==> config.mk <==
export PLATFORM = sky130hd
export DESIGN_NAME = watch_wb_cfg
export DESIGN_NICKNAME = d
export VERILOG_FILES = /design/src/rtl/watch_wb_cfg.sv
export SDC_FILE = /design/constraint.sdc
export NUM_CORES = 1
export LEC_CHECK = 0
export CAP_MARGIN = 10
export CORE_ASPECT_RATIO = 0.5
export CORE_MARGIN = 3
export CORE_UTILIZATION = 40
export CTS_BUF_LIST = sky130_fd_sc_hd__clkbuf_4 sky130_fd_sc_hd__clkbuf_8
export CTS_CLUSTER_DIAMETER = 120
export CTS_CLUSTER_SIZE = 8
export DETAILED_ROUTE_END_ITERATION = 8
export PLACE_DENSITY = 0.88
export SLEW_MARGIN = 15
export SYNTH_ARGS = -nofsm -noshare
export SYNTH_HDL_FRONTEND = slang
export SYNTH_SLANG_ARGS = --single-unit
==> constraint.sdc <==
create_clock -name clk_i -period 3.9 [get_ports clk_i]
set_input_delay 1.17 -clock clk_i [delete_from_list [all_inputs] [get_ports clk_i]]
set_output_delay 1.17 -clock clk_i [all_outputs]
set_load 0.1 [all_outputs]
==> src/rtl/watch_wb_cfg.sv <==
// Wishbone classic register slave that range-checks an HH:M:M time word and
// hands it to the watch core as a held cfg value plus a one-cycle dvalid pulse.
module watch_wb_cfg #(
    parameter logic [31:0] BASE_ADDR = 32'h3000_0000,
    parameter int unsigned HOUR_MAX  = 23
) (
    input  logic        clk_i,
    input  logic        rst_i,
    input  logic        wbs_cyc_i,
    input  logic        wbs_stb_i,
    input  logic        wbs_we_i,
    input  logic [3:0]  wbs_sel_i,
    input  logic [31:0] wbs_adr_i,
    input  logic [31:0] wbs_dat_i,
    output logic        wbs_ack_o,
    output logic [31:0] wbs_dat_o,
    input  logic        smode_i,
    output logic        dvalid_o,
    output logic [11:0] cfg_o
);

    localparam logic [4:0] HOUR_MAX_L = 5'(HOUR_MAX);

    logic        sel_hit_s;
    logic        req_s;
    logic [1:0]  off_s;
    logic        cfg_wr_s;
    logic        stat_wr_s;
    logic        ctrl_wr_s;
    logic [11:0] cand_s;
    logic        accept_s;
    logic [1:0]  status_set_s;
    logic [1:0]  status_clr_s;
    logic [31:0] rdata_s;

    logic [1:0]  status_r;
    logic        apply_en_r;
    logic [7:0]  count_r;

    logic        unused_s;
    assign unused_s = ^{wbs_adr_i[1:0], wbs_sel_i[3:2], wbs_dat_i[31:12]};

    function automatic logic cfg_legal(input logic [11:0] c);
        return (c[3:0] <= 4'd9) && (c[6:4] <= 3'd5) && (c[11:7] <= HOUR_MAX_L);
    endfunction

    // Decode the bus request, build the candidate cfg and select read data.
    always_comb begin
        sel_hit_s = wbs_cyc_i && wbs_stb_i && (wbs_adr_i[31:4] == BASE_ADDR[31:4]);
        req_s     = sel_hit_s && !wbs_ack_o;
        off_s     = wbs_adr_i[3:2];
        cfg_wr_s  = req_s && wbs_we_i && (off_s == 2'd0);
        stat_wr_s = req_s && wbs_we_i && (off_s == 2'd1);
        ctrl_wr_s = req_s && wbs_we_i && (off_s == 2'd2);
        cand_s    = {(wbs_sel_i[1] ? wbs_dat_i[11:8] : cfg_o[11:8]),
                     (wbs_sel_i[0] ? wbs_dat_i[7:0]  : cfg_o[7:0])};
        accept_s  = cfg_wr_s && cfg_legal(cand_s) && apply_en_r && !smode_i;
        status_set_s = {cfg_wr_s && !accept_s, accept_s};
        if (stat_wr_s) begin
            status_clr_s = wbs_dat_i[1:0];
        end else begin
            status_clr_s = 2'b00;
        end
        case (off_s)
            2'd0:    rdata_s = {20'd0, cfg_o};
            2'd1:    rdata_s = {29'd0, smode_i, status_r};
            2'd2:    rdata_s = {31'd0, apply_en_r};
            2'd3:    rdata_s = {24'd0, count_r};
            default: rdata_s = 32'd0;
        endcase
    end

    // Register bank, single-cycle ack and registered read data.
    always_ff @(posedge clk_i) begin
        if (rst_i) begin
            wbs_ack_o  <= 1'b0;
            wbs_dat_o  <= 32'd0;
            dvalid_o   <= 1'b0;
            cfg_o      <= 12'd0;
            status_r   <= 2'b00;
            apply_en_r <= 1'b0;
            count_r    <= 8'd0;
        end else begin
            wbs_ack_o <= req_s;
            wbs_dat_o <= (req_s && !wbs_we_i) ? rdata_s : 32'd0;
            dvalid_o  <= accept_s;
            // Set after clear so a coincident set wins.
            status_r  <= (status_r & ~status_clr_s) | status_set_s;
            if (accept_s) begin
                cfg_o   <= cand_s;
                count_r <= count_r + 8'd1;
            end else begin
                cfg_o   <= cfg_o;
                count_r <= count_r;
            end
            if (ctrl_wr_s) begin
                apply_en_r <= wbs_dat_i[0];
            end else begin
                apply_en_r <= apply_en_r;
            end
        end
    end

endmodule

# Word level (Yosys, flattened, before mapping)
# Index checks and enable logic that the tools add are counted.
# totals
input_bits,74
rom_bits,0
output_inout_bits,46
memories,0
latch_bits,0
mem_bits_rw,0
ff_bits,57
# classes
shift,0
magnitude_cmp,3
n_eq_ne,4
addsub,1
n_div,0
multipliers,0
mux,4
reduce_logical,20
bitwise,4
# op_table
cell,count
$pmux 32 s4,1
$eq 28x26->1 const B,1
$logic_and 1x1->1,14
$add 8x1->8 const B,1
$mux 8,1
$le 5x5->1 const B,1
$eq 2x2->1 const B,2
$le 4x4->1 const B,1
$logic_not 1->1,4
$mux 4,1
$le 3x3->1 const B,1
$and 2x2->2,1
$eq 2x1->1 const B,1
$logic_not 2->1,1
$mux 2,1
$not 2->2,1
$or 2x2->2,1
$reduce_or 2->1,1
$not 1->1,1

# Longest topological paths before layout
# depth
depth_word,11
depth_mapped,8
ltp_nobuf,5

# Worst setup path after synthesis
# Ideal clock, no wire load.
# synth_timing
path_type,input-to-reg
start,input wbs_adr_i[11]
end,register count_r[6]
arrival_ns,2.722
path_buffers,1
required_time_ns,3.830
slack_ns,1.108
stages,6
setup_ns,0.070
cell_sequence,nor4_1 nand4_1 or3_1 buf_2 or4_1 a21oi_1
# synth_between
elab_chain_cells,8
# synth_lines
element,line_no,source
"start, declared",13,"input logic [31:0] wbs_adr_i,"
$eq 28x26->1,49,sel_hit_s = wbs_cyc_i && wbs_stb_i && (wbs_adr_i[31:4] == BASE_ADDR[31:4]);
$logic_and 1x1->1,49,
$logic_and 1x1->1,50,req_s = sel_hit_s && !wbs_ack_o;
$logic_and 1x1->1 (2 in a row),52,cfg_wr_s = req_s && wbs_we_i && (off_s == 2'd0);
$logic_and 1x1->1 (3 in a row),57,accept_s = cfg_wr_s && cfg_legal(cand_s) && apply_en_r && !smode_i;
"end signal, assigned",91,count_r <= count_r + 8'd1;
"end signal, assigned",94,count_r <= count_r;
"end, declared",38,logic [7:0] count_r;
# No other way between the ends.
# A chain may end at the register's enable or synchronous reset.

# Worst setup path after layout
# layout_timing
start,input wbs_stb_i
end,register count_r[3]
# layout_between
elab_chain_cells,8
# layout_lines
element,line_no,source
"start, declared",10,"input logic wbs_stb_i,"
$logic_and 1x1->1 (2 in a row),49,
$logic_and 1x1->1,50,
$logic_and 1x1->1 (2 in a row),52,
$logic_and 1x1->1 (3 in a row),57,
# No other way between the ends.

==> impl_metrics.py <==
metrics = {
    "finish": {
        "drive_above_1_share_pct": 10.14,
        "fillers": 347,
        "layout_common_cells": "clkdlybuf4s50_1 (65), dfxtp_1 (37), a21oi_1 (21)",
        "layout_commonest_cell": "clkdlybuf4s50_1",
        "area_growth_pct": 44.86,
        "diodes": 0,
        "num-nets-final": 360,
    },
    "die": {
        "die_area_sq_um": 5463,
        "core_area_sq_um": 4144,
        "start_util_pct": 44.08,
        "pin_count": 120,
        "rows": 16,
        "fp.dieW_microns": 101.6,
        "die_height_microns": 53.79,
    },
    "global_routing": {
        "grt_usage_pct": 19.92,
        "grt_pass1_vias": 1732,
        "grt_max_degree": 26,
        "grt_pass1_wl_microns": 8411,
        "grt_overflow": 0,
        "antenna_found_initial": 0,
    },
    "logic_synthesis": {
        "postSynthCellCount": 213,
        "yosys.area.top_type_share_pct": 40.55,
        "ys_warn_count": 0,
        "synth_area_leaders": "dfxtp_1 (41%), buf_4 (8.2%), o31ai_1 (7.8%)",
        "avgSynthCellArea_sq_um": 8.576,
        "yosysUniqueCellTypes": 37,
        "yosysSeqAreaShare_pct": 40.55,
        "ys_ff_latch": 37,
        "synth_flop_cell": "dfxtp_1",
        "synth.cell_area_sq_um": 1827,
        "synth_top_area_cell": "dfxtp_1",
        "synthArstFlopShare_pct": 0,
        "synth_edf_count": 0,
    },
    "critical_path": {
        "r2r_start": "wbs_ack_o",
        "arrival_ps": 3570,
        "slowest_stage": "or3_1",
        "critical_path.max_stage_delay_ps": 620,
        "r2r-end": "count_r[3]",
        "crit_buf_inv": 1,
        "crit_required_ps": 4120,
        "critical_path_class": "input port to register",
        "startpoint_type": "input port",
        "crit_chain": "clkdlybuf4s50_1, nor4bb_1, nand4_1, or3_1, or4_1, a21oi_1",
        "cp-end-kind": "register",
        "ff2ff_path_depth": 5,
        "r2r_slack_ps": 1700,
        "cp_top_family": "simple AND/OR/NAND/NOR gates",
        "worst-path-max-fanout": 16,
    },
    "hold_path": {
        "hold_start": "status_r[0]",
        "holdPathEnd": "status_r[0]",
        "hold_depth": 2,
        "hold_path_class": "register to register",
    },
    "power_and_ir_drop": {
        "powerDensity_nw_per_um2": 335.0,
        "ir_drop_uv": 145.8,
        "p_leak_nw": 0.9278,
        "total_power_w": 0.0008866,
    },
    "cts": {
        "cts_buffers": 5,
        "post_cts_buffers": 0,
        "tritoncts": "done",
        "insertion_delay_ps": 290,
        "path_clk_slew_ps": 80,
        "postCtsHoldBufs": 0,
        "post_cts_resized": 0,
        "cts.sinks": 37,
        "h-tree-depth": 2,
        "root_buffer": "clkbuf_8",
        "clk_path_buf_depth": 2,
    },
    "sta": {
        "finalHoldViolCount": 0,
        "report.final.setup_viol": 0,
        "setup-tns-final_ps": 0,
        "timing.fmax_mhz": 299.0,
        "worst_pin_slew_ps": 970.4,
        "fin_skew_ps": 6.644,
        "slew-limit-headroom_pct": 35.11,
        "maxSlewViolCount": 0,
        "rsz0062_at_grt": "no",
        "fin_crit_ps": 3344,
        "fin_crit_sh_pct": 85.76,
    },
    "routing": {
        "drtAntennaViolNets": 0,
        "drt_iter0_drc": 195,
        "avgViaCountPerCell": 5.712,
        "drc": 0,
        "postRouteWirelength_microns": 5374,
        "drt-pass1-iter-count": 6,
        "vias": 1942,
        "wire_per_inst_microns": 15.81,
    },
    "placed_design": {
        "port_buffers": 75,
        "gp_congestion": 0.8663,
        "dp_hpwl_microns": 4099,
    },
    "flow_run": {
        "maxCapViolCount": 0,
    },
    "run_status": {
        "outcome": "complete, no violations",
    },
}
## report_power, final
group | switching (W) | leakage [nW] | internal (W)
clock network | 0.000140 | 0.0574 | 0.000208
registers | 0.0000000000000125 | 0.298 | 0.000377
logic | 0.000111 | 0.573 | 0.0000503
total | 0.000251 | 0.928 | 0.000636
## worst max-delay path by stage
stage	end	slack, ps	from	depth (start not counted)
6_report	count_r[3]	560	wbs_stb_i	6
3_3_place_gp	count_r[5]	420	wbs_stb_i	6
3_5_place_dp	count_r[3]	320	wbs_stb_i	6
4_1_cts	count_r[3]	610	wbs_stb_i	6
5_1_grt	count_r[3]	460	wbs_stb_i	6
2_1_floorplan	count_r[6]	1110	wbs_adr_i[11]	6
## final cells by class
class / count / area (sq um) / area share, %
clock inverter: 2 / 37.54 / 1.418
sequential: 37 / 740.7 / 27.99
tap: 54 / 67.56 / 2.553
clock buffer: 6 / 82.58 / 3.121
multi-input combinational: 152 / 917.1 / 34.66
inverter: 8 / 30.03 / 1.135
timing repair buffer: 81 / 770.7 / 29.13
## cell usage after synthesis (all sizes together) (3+ instances only)
library cell / number
dfxtp: 37
buf: 23
a21oi: 21
o31ai: 19
nand4: 15
clkbuf: 12
nor2: 12
inv: 8
a22oi: 7
nor4: 7
or4: 7
nand2: 6
nand3: 6
and2: 5
nor3: 3
o21ai: 3
or3: 3
## routing by layer
metal / vias up / wire [microns] / global-route usage, %
li1: 903 / - / -
met1: 891 / 2086 / 25.86
met2: 130 / 2613 / 34.42
met3: 18 / 560 / 4.010
met4: 0 / 114 / 5.298
met5: - / 0 / 0
## worst min-delay path, cell delays in order, from the launching register on
cell and delay [ps]:
dfxtp_1 320, o31ai_1 70, a21oi_1 60
## sequential cells by signal (all words and copies together) (netlist names)
signal and cells:
dvalid_o 1, wbs_ack_o 1, cfg_o 12, apply_en_r 1, count_r 8, wbs_dat_o 12
status_r 2
## kinds of logic after synthesis
family	after synthesis	synth area share, %
compound gates	55	19.38
fa+ha+maj	1	0.6848
buf+inv	43	13.15
flops	37	40.55
mux	3	2.397
other cells	1	0.2053
simple gates	73	23.63
## through the flow
step	utilization (%)	instance area, sq um	hold slack [ps]	instances	setup WS [ps]
final	63.86	2646	488.8	340	555.5
after floorplan	-	1898	445.3	232	1108
after global routing	63.86	2646	507.1	340	463.7
after CTS	63.86	2646	480.0	340	606.0
after global placement	60.96	2526	467.1	332	424.9
after detailed placement	60.96	2526	466.7	332	315.0
No activity file was read; power rests on OpenSTA's default activity.
